`config.mk`:
```
export PLATFORM = sky130hd
export DESIGN_NAME = seven_seg_scan_counter
export DESIGN_NICKNAME = d
export VERILOG_FILES = /design/src/rtl/seven_seg_pkg.sv /design/src/rtl/pulse_div.sv /design/src/rtl/seven_seg_scan_counter.sv
export SDC_FILE = /design/constraint.sdc
export NUM_CORES = 1
export LEC_CHECK = 0
export CAP_MARGIN = 20
export CORE_AREA = 4 4 95 97
export CTS_CLUSTER_SIZE = 40
export DETAILED_ROUTE_END_ITERATION = 8
export DIE_AREA = 0 0 99 101
export PLACE_DENSITY = 0.9
export SLEW_MARGIN = 30
export SYNTH_ARGS = -nofsm -noshare
export SYNTH_HDL_FRONTEND = slang
export SYNTH_HIERARCHICAL = 1
export SYNTH_SLANG_ARGS = --single-unit
```
`constraint.sdc`:
```
create_clock -name clk -period 4.9 [get_ports clk]
set_clock_uncertainty 0.2 [all_clocks]
set_input_delay 0.98 -clock clk [delete_from_list [all_inputs] [get_ports clk]]
set_output_delay 0.98 -clock clk [all_outputs]
set_load 0.03 [all_outputs]
```
`src/rtl/seven_seg_pkg.sv`:
```
// seven_seg_pkg: segment codes, digit limits and BCD decoder for the scan counter
package seven_seg_pkg;
    localparam int MAX_DIGITS = 8;
    localparam int IDX_W = $clog2(MAX_DIGITS);
    localparam logic [6:0] SEG_0 = 7'b0000001;
    localparam logic [6:0] SEG_1 = 7'b1001111;
    localparam logic [6:0] SEG_2 = 7'b0010010;
    localparam logic [6:0] SEG_3 = 7'b0000110;
    localparam logic [6:0] SEG_4 = 7'b1001100;
    localparam logic [6:0] SEG_5 = 7'b0100100;
    localparam logic [6:0] SEG_6 = 7'b0100000;
    localparam logic [6:0] SEG_7 = 7'b0001111;
    localparam logic [6:0] SEG_8 = 7'b0000000;
    localparam logic [6:0] SEG_9 = 7'b0000100;
    localparam logic [6:0] SEG_BLANK = 7'b1111111;

    function automatic logic [6:0] bcd_to_seg(input logic [3:0] d);
        case (d)
            4'd0: return SEG_0;
            4'd1: return SEG_1;
            4'd2: return SEG_2;
            4'd3: return SEG_3;
            4'd4: return SEG_4;
            4'd5: return SEG_5;
            4'd6: return SEG_6;
            4'd7: return SEG_7;
            4'd8: return SEG_8;
            4'd9: return SEG_9;
            default: return SEG_BLANK;
        endcase
    endfunction
endpackage

```
`src/rtl/pulse_div.sv`:
```
// pulse_div: free-running modulo-DIV counter, pulse high while the count sits at DIV-1
module pulse_div #(
    parameter int DIV = 2
) (
    input  logic clk,
    input  logic rst_n,
    input  logic en,
    input  logic clr,
    output logic pulse
);
    localparam int W = $clog2(DIV);

    logic [W-1:0] cnt;

    assign pulse = en && cnt == W'(DIV - 1);

    always_ff @(posedge clk or negedge rst_n)
        if (!rst_n)
            cnt <= '0;
        else if (clr)
            cnt <= '0;
        else if (en)
            cnt <= pulse ? '0 : cnt + W'(1);
endmodule

```
`src/rtl/seven_seg_scan_counter.sv`:
```
// seven_seg_scan_counter: N-digit up/down BCD counter multiplexed onto a shared
// active-low seven-segment bus with one dead cycle between digits.
module seven_seg_scan_counter
    import seven_seg_pkg::*;
#(
    parameter int TICK_DIV = 100_000_000,
    parameter int SCAN_DIV = 100_000,
    parameter int NUM_DIGITS = 4
) (
    input  logic                    clk,
    input  logic                    rst_n,
    input  logic                    en,
    input  logic                    clr,
    input  logic                    up_dn,
    input  logic                    blank_lz,
    output logic [6:0]              cathode,
    output logic [NUM_DIGITS-1:0]   anode,
    output logic [4*NUM_DIGITS-1:0] bcd,
    output logic                    wrap
);
    logic                    tick;
    logic                    scanPulse;
    logic [NUM_DIGITS:0]     carry;
    logic [NUM_DIGITS:0]     lz;
    logic [4*NUM_DIGITS-1:0] bcdNext;
    logic [IDX_W-1:0]        scanIdx;
    logic [3:0]              digSel;
    logic                    blankSel;

    pulse_div #(.DIV(TICK_DIV)) tickDiv (.clk, .rst_n, .en, .clr, .pulse(tick));
    pulse_div #(.DIV(SCAN_DIV)) scanDiv (.clk, .rst_n, .en(1'b1), .clr(1'b0), .pulse(scanPulse));

    assign carry[0] = 1'b1;
    assign lz[NUM_DIGITS] = blank_lz;

    // carry doubles as borrow; lz[k] marks digit k as a blankable leading zero
    for (genvar k = 0; k < NUM_DIGITS; k++) begin : gDigit
        logic [3:0] d;
        assign d = bcd[4*k +: 4];
        assign carry[k+1] = carry[k] && d == (up_dn ? 4'd9 : 4'd0);
        assign bcdNext[4*k +: 4] = !carry[k] ? d :
                                   up_dn ? (d == 4'd9 ? 4'd0 : d + 4'd1) :
                                           (d == 4'd0 ? 4'd9 : d - 4'd1);
        if (k == 0) begin : gLsd
            assign lz[k] = 1'b0;
        end else begin : gUpper
            assign lz[k] = lz[k+1] && d == 4'd0;
        end
    end

    always_comb begin
        digSel = bcd[3:0];
        blankSel = 1'b0;
        for (int k = 0; k < NUM_DIGITS; k++)
            if (scanIdx == IDX_W'(k)) begin
                digSel = bcd[4*k +: 4];
                blankSel = lz[k];
            end
    end

    always_ff @(posedge clk or negedge rst_n)
        if (!rst_n) begin
            bcd <= '0;
            wrap <= 1'b0;
            scanIdx <= '0;
            anode <= '1;
            cathode <= SEG_BLANK;
        end else begin
            bcd <= clr ? '0 : tick ? bcdNext : bcd;
            wrap <= !clr && tick && carry[NUM_DIGITS];
            if (scanPulse)
                scanIdx <= scanIdx == IDX_W'(NUM_DIGITS - 1) ? '0 : scanIdx + IDX_W'(1);
            anode <= scanPulse ? '1 : ~(NUM_DIGITS'(1) << scanIdx);
            cathode <= blankSel ? SEG_BLANK : bcd_to_seg(digSel);
        end
endmodule

```
---- Word-level counts from Yosys, hierarchy flattened ----
Memory sizes are Yosys's and may differ from the RTL's.
Cells that the tools add are included.
operators by class
  $add $sub $neg .......................... 11
  equality and inequality tests ........... 13
  shifts and indexed selects .............. 1
  multiplexer cells ....................... 31
  bitwise logic cells ..................... 1
  reduce and logical (&&, ||, !) cells .... 22
operators with widths
  cell                                              count
  2-to-1 mux 27 bit                                 3
  2-to-1 mux 4 bit                                  20
  2-to-1 mux 16 bit                                 2
  adder 27 x 1 -> 27 bit, second input constant     1
  == test 27 bit, second input constant             1
  adder 17 x 1 -> 17 bit, second input constant     1
  == test 17 bit, second input constant             1
  2-to-1 mux 17 bit                                 1
  adder 4 x 1 -> 4 bit, second input constant       4
  == test 4 bit                                     4
  == test 4 bit, second input constant              4
  zero test 4 bit                                   4
  subtractor 4 x 1 -> 4 bit, second input constant  4
  nonzero test 2 bit                                5
  logical AND 1 bit                                 9
  2-to-1 mux 7 bit                                  1
  == test 3 x 2 -> 1 bit, second input constant     2
  AND reduction 2 bit                               3
  inverter 4 bit                                    1
  left shift 1 x 3 -> 4 bit, first input constant   1
  adder 3 x 1 -> 3 bit, second input constant       1
  == test 3 x 1 -> 1 bit, second input constant     1
  2-to-1 mux 1 bit                                  3
  2-to-1 mux 3 bit                                  1
  zero test 1 bit                                   1
word-level totals
  bits in registers ....................... 75
  memory bits (read-only) ................. 112
  input bits .............................. 6
  output and inout bits ................... 28
  logic and storage cells ................. 90
  memories kept ........................... 1
memories
  name              depth  bits a word  rd ports  clocked after memory_dff  wr ports  line                 text
  (name not given)  16     7            1         0                         0         seven_seg_pkg.sv:18  case (d)

---- Depth between registers and ports, before layout ----
Gate-level depths: netlist (run 1).
  word-level depth ........................ 8
  depth in mapped cells ................... 11
  mapped depth without buffers ............ 10

---- Modules after synthesis ----
Netlist (run 1), hierarchy kept.
modules (own cells, without submodules)
  module                  times used  cells each  area each (um2)  sequential area each (um2)
  seven_seg_scan_counter  1           265         2245.9           789.5
  pulse_div at tickDiv    1           178         1609.0           675.6
  pulse_div at scanDiv    1           96          899.6            425.4

---- Least setup slack after synthesis (run 1) ----
Ideal clock, no wire load.
  kind .................................... input port to flip-flop
  start point ............................. input en
  end point ............................... register bcd[13]
  library setup time ...................... 0.078 ns
  arrival ................................. 3.475 ns
  required time ........................... 4.622 ns
  setup slack ............................. 1.148 ns
  cell stages on the path ................. 9
  path buffers ............................ 2
  cells stage by stage .................... clkbuf_1 -> nand4_1 -> nor2_1 -> clkbuf_1 -> nand2b_1 -> a2111oi_4 -> o2111ai_4 -> or4_1 -> a21oi_1
on the way
  longest elaborated chain between the ends .. 3
ends and longest elaborated chain
  element                               line                          text
  start: declaration                    seven_seg_scan_counter.sv:12  input logic en,
  logical AND 1 bit                     pulse_div.sv:15               assign pulse = en && cnt == W'(DIV - 1);
  named net tick                        seven_seg_scan_counter.sv:21  logic tick;
  nonzero test 2 bit (no source line)   n/a
  AND reduction 2 bit (no source line)  n/a
  end signal: assignment                seven_seg_scan_counter.sv:69  bcd <= clr ? '0 : tick ? bcdNext : bcd;
  end: declaration                      seven_seg_scan_counter.sv:18  output logic [4*NUM_DIGITS-1:0] bcd,
The timed path passes the listed nets, and every way through them passes these cells.
A chain may end at the register's enable or synchronous reset.

---- Worst setup path in the final report (run 1) ----
  start point ............................. register tickDiv.cnt[19]
  end point ............................... register bcd[13]
on the way
  longest elaborated chain between the ends .. 4
ends and longest elaborated chain
  element                               line                          text
  start: declaration                    pulse_div.sv:13               logic [W-1:0] cnt;
  start signal: assignment              pulse_div.sv:23               cnt <= pulse ? '0 : cnt + W'(1);
  == test 27 bit                        pulse_div.sv:15
  logical AND 1 bit                     pulse_div.sv:15
  named net tick                        seven_seg_scan_counter.sv:21
  nonzero test 2 bit (no source line)   n/a
  AND reduction 2 bit (no source line)  n/a
The timed path passes the listed nets, and every way through them passes these cells.

==> results of run 1 <==
[power by group]
part           total (W)  switching [W]  internal [W]
Sequential      0.000639     0.00000919      0.000629
Clock           0.000539       0.000238      0.000300
Combinational  0.0000783      0.0000516     0.0000268
Total            0.00126       0.000299      0.000957
[how the worst min path moves through the flow]
stage	from	end	cells after the start
after floorplan	tickDiv/cnt[16]	tickDiv/cnt[16]	2
after global placement	tickDiv/cnt[16]	tickDiv/cnt[16]	2
after detailed placement	scanDiv/cnt[16]	scanDiv/cnt[16]	2
after CTS	tickDiv/cnt[16]	tickDiv/cnt[16]	2
after global routing	tickDiv/cnt[16]	tickDiv/cnt[16]	2
final	tickDiv/cnt[16]	tickDiv/cnt[16]	2
[cell families after synthesis]
logic type               Yosys count
buffers and inverters             54
flip-flops                        75
other                              2
adder cells (fa/ha/maj)           11
AO/OA/AOI/OAI                    139
AND/OR/NAND/NOR                  217
XOR/XNOR                          31
multiplexers                      10
[synthesized netlist by cell type, types with 3 or more instances]
cell type  number
o311ai_0        3
clkbuf_1       28
nand4_1        13
dfrtp_1        64
inv_1          18
o31a_1          3
o21ba_2         3
o22ai_1         4
ha_1           11
nand2b_1       12
or4_1          13
buf_2           3
and3_1          4
nor4_1          9
o31ai_1         7
nand3_1        29
o211ai_1        5
nand2_1        36
or3_1          11
o221ai_1        3
buf_1           3
and3b_1         3
nor2_1         45
a31oi_1         5
mux2i_1         9
and4_1          4
nor2b_1         9
nor3_1         13
xnor2_1        18
o21ai_0        34
xor2_1         13
dfstp_2        11
a21oi_1        39
[sequential cells by signal (all words and copies together), names as in the netlist]
register and count:
anode 4, bcd 16, cathode 7, scanDiv/cnt 17
scanIdx 3, tickDiv/cnt 27, wrap 1
[per-layer routing]
metal  global-route usage [%]  vias to the layer above
met1                     28.8                     2044
met5                        0                        -
met3                     4.08                       22
li1                         -                     2010
met2                     38.3                      147
met4                     9.98                        0
[through the flow]
step,instance area [um^2],utilization [%],std cells,setup slack [ns],hold WS (ns)
2_1_floorplan,4800,-,550,1.15,0.320
3_3_place_gp,5140,63.2,657,0.834,0.337
3_5_place_dp,5140,63.2,657,0.713,0.359
4_1_cts,5370,66.0,673,0.965,0.371
5_1_grt,5370,66.1,673,0.696,0.389
6_report,5370,66.1,673,0.933,0.375
[area by class of cell]
type / instances / area, um^2
multi-input combinational: 421 / 2690
clock inverter: 6 / 88.8
fill: 608 / 2760
clock buffer: 10 / 138
inverter: 18 / 67.6
timing repair buffer: 38 / 369
tap: 105 / 131
sequential: 75 / 1890
[critical path: stages, from the launching register on]
cell	delay (ns)
dfrtp_1	0.44
or4_1	0.52
or4_1	0.69
nor2_1	0.18
buf_4	0.18
nand2b_1	0.15
a2111oi_4	0.56
o2111ai_4	0.28
or4_1	0.55
a21oi_1	0.15
==> flow_summary.ini, run 1 <==
[clock_tree]
worstSkewPairLatency_ns = 0.36
cts_max_level = 3
cts_setup_buffers = 0
cts-buffers-inserted = 9
clockBufferDepth = 2
clock-sinks = 75
cts_tree = built
post_cts_resized = 0
holdBufCountCts = 0
cts-root-buf = clkbuf_8
clkSlewWorstSetupHoldPaths_ns = 0.07

[placed_design]
routabilityCongestion = 0.890
hpwl_um = 7210
port_buffers = 33

[floorplanning]
fp.dieH_um = 101
fp-row-count = 33
die_area_mm2 = 0.0100
io-pin-count = 34
fp.coreArea_mm2 = 0.00813
floorplan.initialDensity_pct = 58.5
dieWidth_um = 99

[synthesis]
ys_top_cells_by_area = dfrtp_1, dfstp_2, a21oi_1
synth-seq-cells = 75
netlist_area_mm2 = 0.00475
synth_cell_types = 73
synth-simple-area-share_pct = 24.6
async_reset_ff_share_pct = 100
ys_warn_count = 6
syn_inst = 539
synth_mux_area_share_pct = 2.13
synth_compound_area_share_pct = 20.1
synth_top_family_by_area = simple AND/OR/NAND/NOR gates
synth_ff_type = dfrtp_1
synth_edf_count = 0
yosysTopAreaCellShare_pct = 33.7
synth_fa_ha_area_share_pct = 2.89
avgSynthCellArea_um2 = 8.82
seq_area_frac_synth_pct = 39.8
synth_top_cell_by_area = dfrtp_1
synth_xor_area_share_pct = 5.71

[route]
wl_met2_um = 5410
dr.max_layer_used = met4
ant_nets = 0
via_per_inst = 6.27
drt_iter0_drc = 207
dr.pass1.iters = 5
drc = 0
vias = 4223
post_drt_wl_per_cell_um = 15.9
routed_wl_um = 10700
wl_met3_um = 554
wl_met1_um = 4530

[grt]
antenna_found_initial = 0
grt_usage_pct = 22.8
grt_first_pass_wirelength_um = 18800
grt_max_degree = 76
grt_overflow = 0
grt_pass1_vias = 4070

[sta]
timing.final.crit_period_ns = 3.97
drv_slew = 0
tightest_slew_ns = 0.889
setup-tns-final_ns = 0
max_freq_mhz = 252
setup-violations-final = 0
rsz0062_at_grt = false
relSlewSlack_pct = 40.4
hold_viol = 0
fin_crit_sh_pct = 81.0

[cells_and_area]
layout_commonest_cell = dfrtp_1
most-common-layout-cells = dfrtp_1, nor2_1, a21oi_1
antennaDiodeCount = 0
layout-drive-gt1-share_pct = 8.45
fin_nets = 580
area_growth_pct = 13.0

[critical_path]
arrival_ns = 4.05
reg2reg_to = bcd[13]
startpoint = tickDiv/cnt[19]
r2r_cells = 9
setup.worst_path.class = register to register
end_kind = register
cp.required_ns = 4.98
cp_max_fo = 9
cp-start-kind = register
crit_end = bcd[13]
r2r-start = tickDiv/cnt[19]
r2r_setup_slack_ns = 0.93

[min_path]
holdCritPathClass = register to register

[job]
cap_violations = 0

[power_and_ir_drop]
power_w = 0.00126
vdd_drop_max_uv = 121
power-per-cell-area_mw_per_mm2 = 234
power_leakage_nw = 2.02

[outcome]
status = finished clean
Note: power is estimated with default switching activity, not from simulation.
==> run 2: changes to the inputs <==
==> constraint.sdc (replaced) <==
create_clock -name clk -period 4.14 [get_ports clk]
set_clock_uncertainty 0.2 [all_clocks]
set_input_delay 0.828 -clock clk [delete_from_list [all_inputs] [get_ports clk]]
set_output_delay 0.828 -clock clk [all_outputs]
set_load 0.03 [all_outputs]
==> run 2 against run 1 <==
Compared with the run above:
- non-clock buffer count grew 4
- via count grew 0.31%
- sequential power grew 18%
- critical endpoint unchanged
- sequential cell count is the same
- critical path type unchanged
- clock-buffer cell count grew 1
- power grew 19%
==> flow_summary.ini, run 2 (same netlist as run 1, synthesis figures left out) <==
[floorplanning]
floorplan.initialDensity_pct = 58.5
fp.dieH_um = 101
dieWidth_um = 99
io-pin-count = 34
fp.coreArea_mm2 = 0.00813
die_area_mm2 = 0.0100
fp-row-count = 33

[placed_design]
hpwl_um = 7330
port_buffers = 33
post-place-ws_ns = 0.489
routabilityCongestion = 0.906

[critical_path]
cp.required_ns = 4.21
critPathMaxStageDelay_ns = 0.55
crit_top_cell = or4_1
arrival_ns = 3.76
cp-start-kind = register
cp_max_fo = 8
slowest_stage = a2111oi_4
setup.worst_path.class = register to register
critPathTopFamily = simple AND/OR/NAND/NOR gates
end_kind = register
crit_chain = or4_1 > or4_1 > nor2_1 > nand2b_1 > a2111oi_4 > o2111ai_4 > or4_1 > a21oi_1
cp_num_buf_inv = 0

[power_and_ir_drop]
vdd_drop_max_uv = 160
power-per-cell-area_mw_per_mm2 = 275
power_leakage_nw = 2.04

[cells_and_area]
area_growth_pct = 13.6
reg_top3 = tickDiv/cnt: 27 flops, scanDiv/cnt: 17 flops, bcd: 16 flops
layout_commonest_cell = dfrtp_1
fin_util_pct = 66.4
fillCellCount = 597
top_register = tickDiv/cnt
layout-drive-gt1-share_pct = 8.92
fin_nets = 584
antennaDiodeCount = 0
largest_register_ffs = 27
most-common-layout-cells = dfrtp_1, nor2_1, a21oi_1
ff_latch_area_mm2 = 0.00189
multi_input_area_mm2 = 0.00269

[route]
routed_wl_um = 10900
ant_nets = 0
drc = 0
vias = 4236
post_drt_wl_per_cell_um = 16.2
dr.pass1.iters = 5
via_per_inst = 6.26
drt_iter0_drc = 343

[clock_tree]
cts_max_level = 3
worstSkewPairLatency_ns = 0.35
clock-sinks = 75
cts-root-buf = clkbuf_8
cts-buffers-inserted = 9
cts_tree = built
clockBufferDepth = 2
holdBufCountCts = 0
cts_setup_buffers = 0
post_cts_resized = 0
clkSlewWorstSetupHoldPaths_ns = 0.08

[sta]
setup-tns-final_ns = 0
max_freq_mhz = 270
setup_ws_ns = 0.442
drv_slew = 0
setup-violations-final = 0
hold_viol = 0
timing.final.crit_period_ns = 3.70
rsz0062_at_grt = false
fin_crit_sh_pct = 89.3
tightest_slew_ns = 0.750
relSlewSlack_pct = 49.6

[grt]
grt_max_degree = 76
grt_first_pass_wirelength_um = 19000
antenna_found_initial = 0
grt_overflow = 0
grt_pass1_vias = 4136
grt_usage_pct = 23.0

[job]
cap_violations = 0

[outcome]
status = finished clean

[min_path]
holdCritPathClass = primary input to async pin
-- run 2: path summary, 6_finish.rpt --
check                                  end  cells after the start  slack (ns)       startpoint
setup / recovery                   bcd[13]                      8        0.44  tickDiv/cnt[19]
hold / removal              tickDiv/cnt[1]                      1        0.30            rst_n
setup reg to reg                   bcd[13]                      8        0.44  tickDiv/cnt[19]
hold reg to reg            tickDiv/cnt[16]                      2        0.37  tickDiv/cnt[16]
max in group asynchronous  scanDiv/cnt[16]                      1        2.99            rst_n
min in group clk           tickDiv/cnt[16]                      2        0.37  tickDiv/cnt[16]
-- run 2: cell type report --
class	count	area share (%)
Clock buffer	11	2.62
Clock inverter	5	1.57
Inverter	18	1.25
Multi-Input combinational cell	421	49.7
Sequential cell	75	35.0
Tap cell	105	2.43
Timing Repair Buffer	42	7.39
-- run 2: worst reg2reg max path, delay by kind of cell, from the launching register on --
kind,cells,cell delay [ns]
AOI/OAI and AO/OA,3,0.98
DFF,1,0.44
and+or+nand+nor,5,2.01
-- run 2: power breakdown --
group          leakage [nW]  switching [W]  internal (W)  total [W]
sequential            0.993      0.0000110      0.000745   0.000756
combinational         0.938      0.0000608     0.0000315  0.0000923
clock                 0.110       0.000281      0.000360   0.000640
total                  2.04       0.000352       0.00114    0.00149
-- run 2: per-layer routing --
layer	share of wire, %	track usage, %
met5	0	0
met4	1.5	8.61
met3	5.4	3.81
met2	49	38.1
met1	44	30.5
-- run 2: metrics by stage --
step / power, W / instance area (um^2) / cells / hold WS (ns)
3_5_place_dp: 0.000861 / 5170 / 661 / 0.358
4_1_cts: 0.00150 / 5400 / 677 / 0.374
6_report: 0.00149 / 5400 / 677 / 0.303
3_3_place_gp: 0.000856 / 5170 / 661 / 0.341
2_1_floorplan: 0.000822 / 4800 / 550 / 0.320
5_1_grt: 0.00155 / 5400 / 677 / 0.339
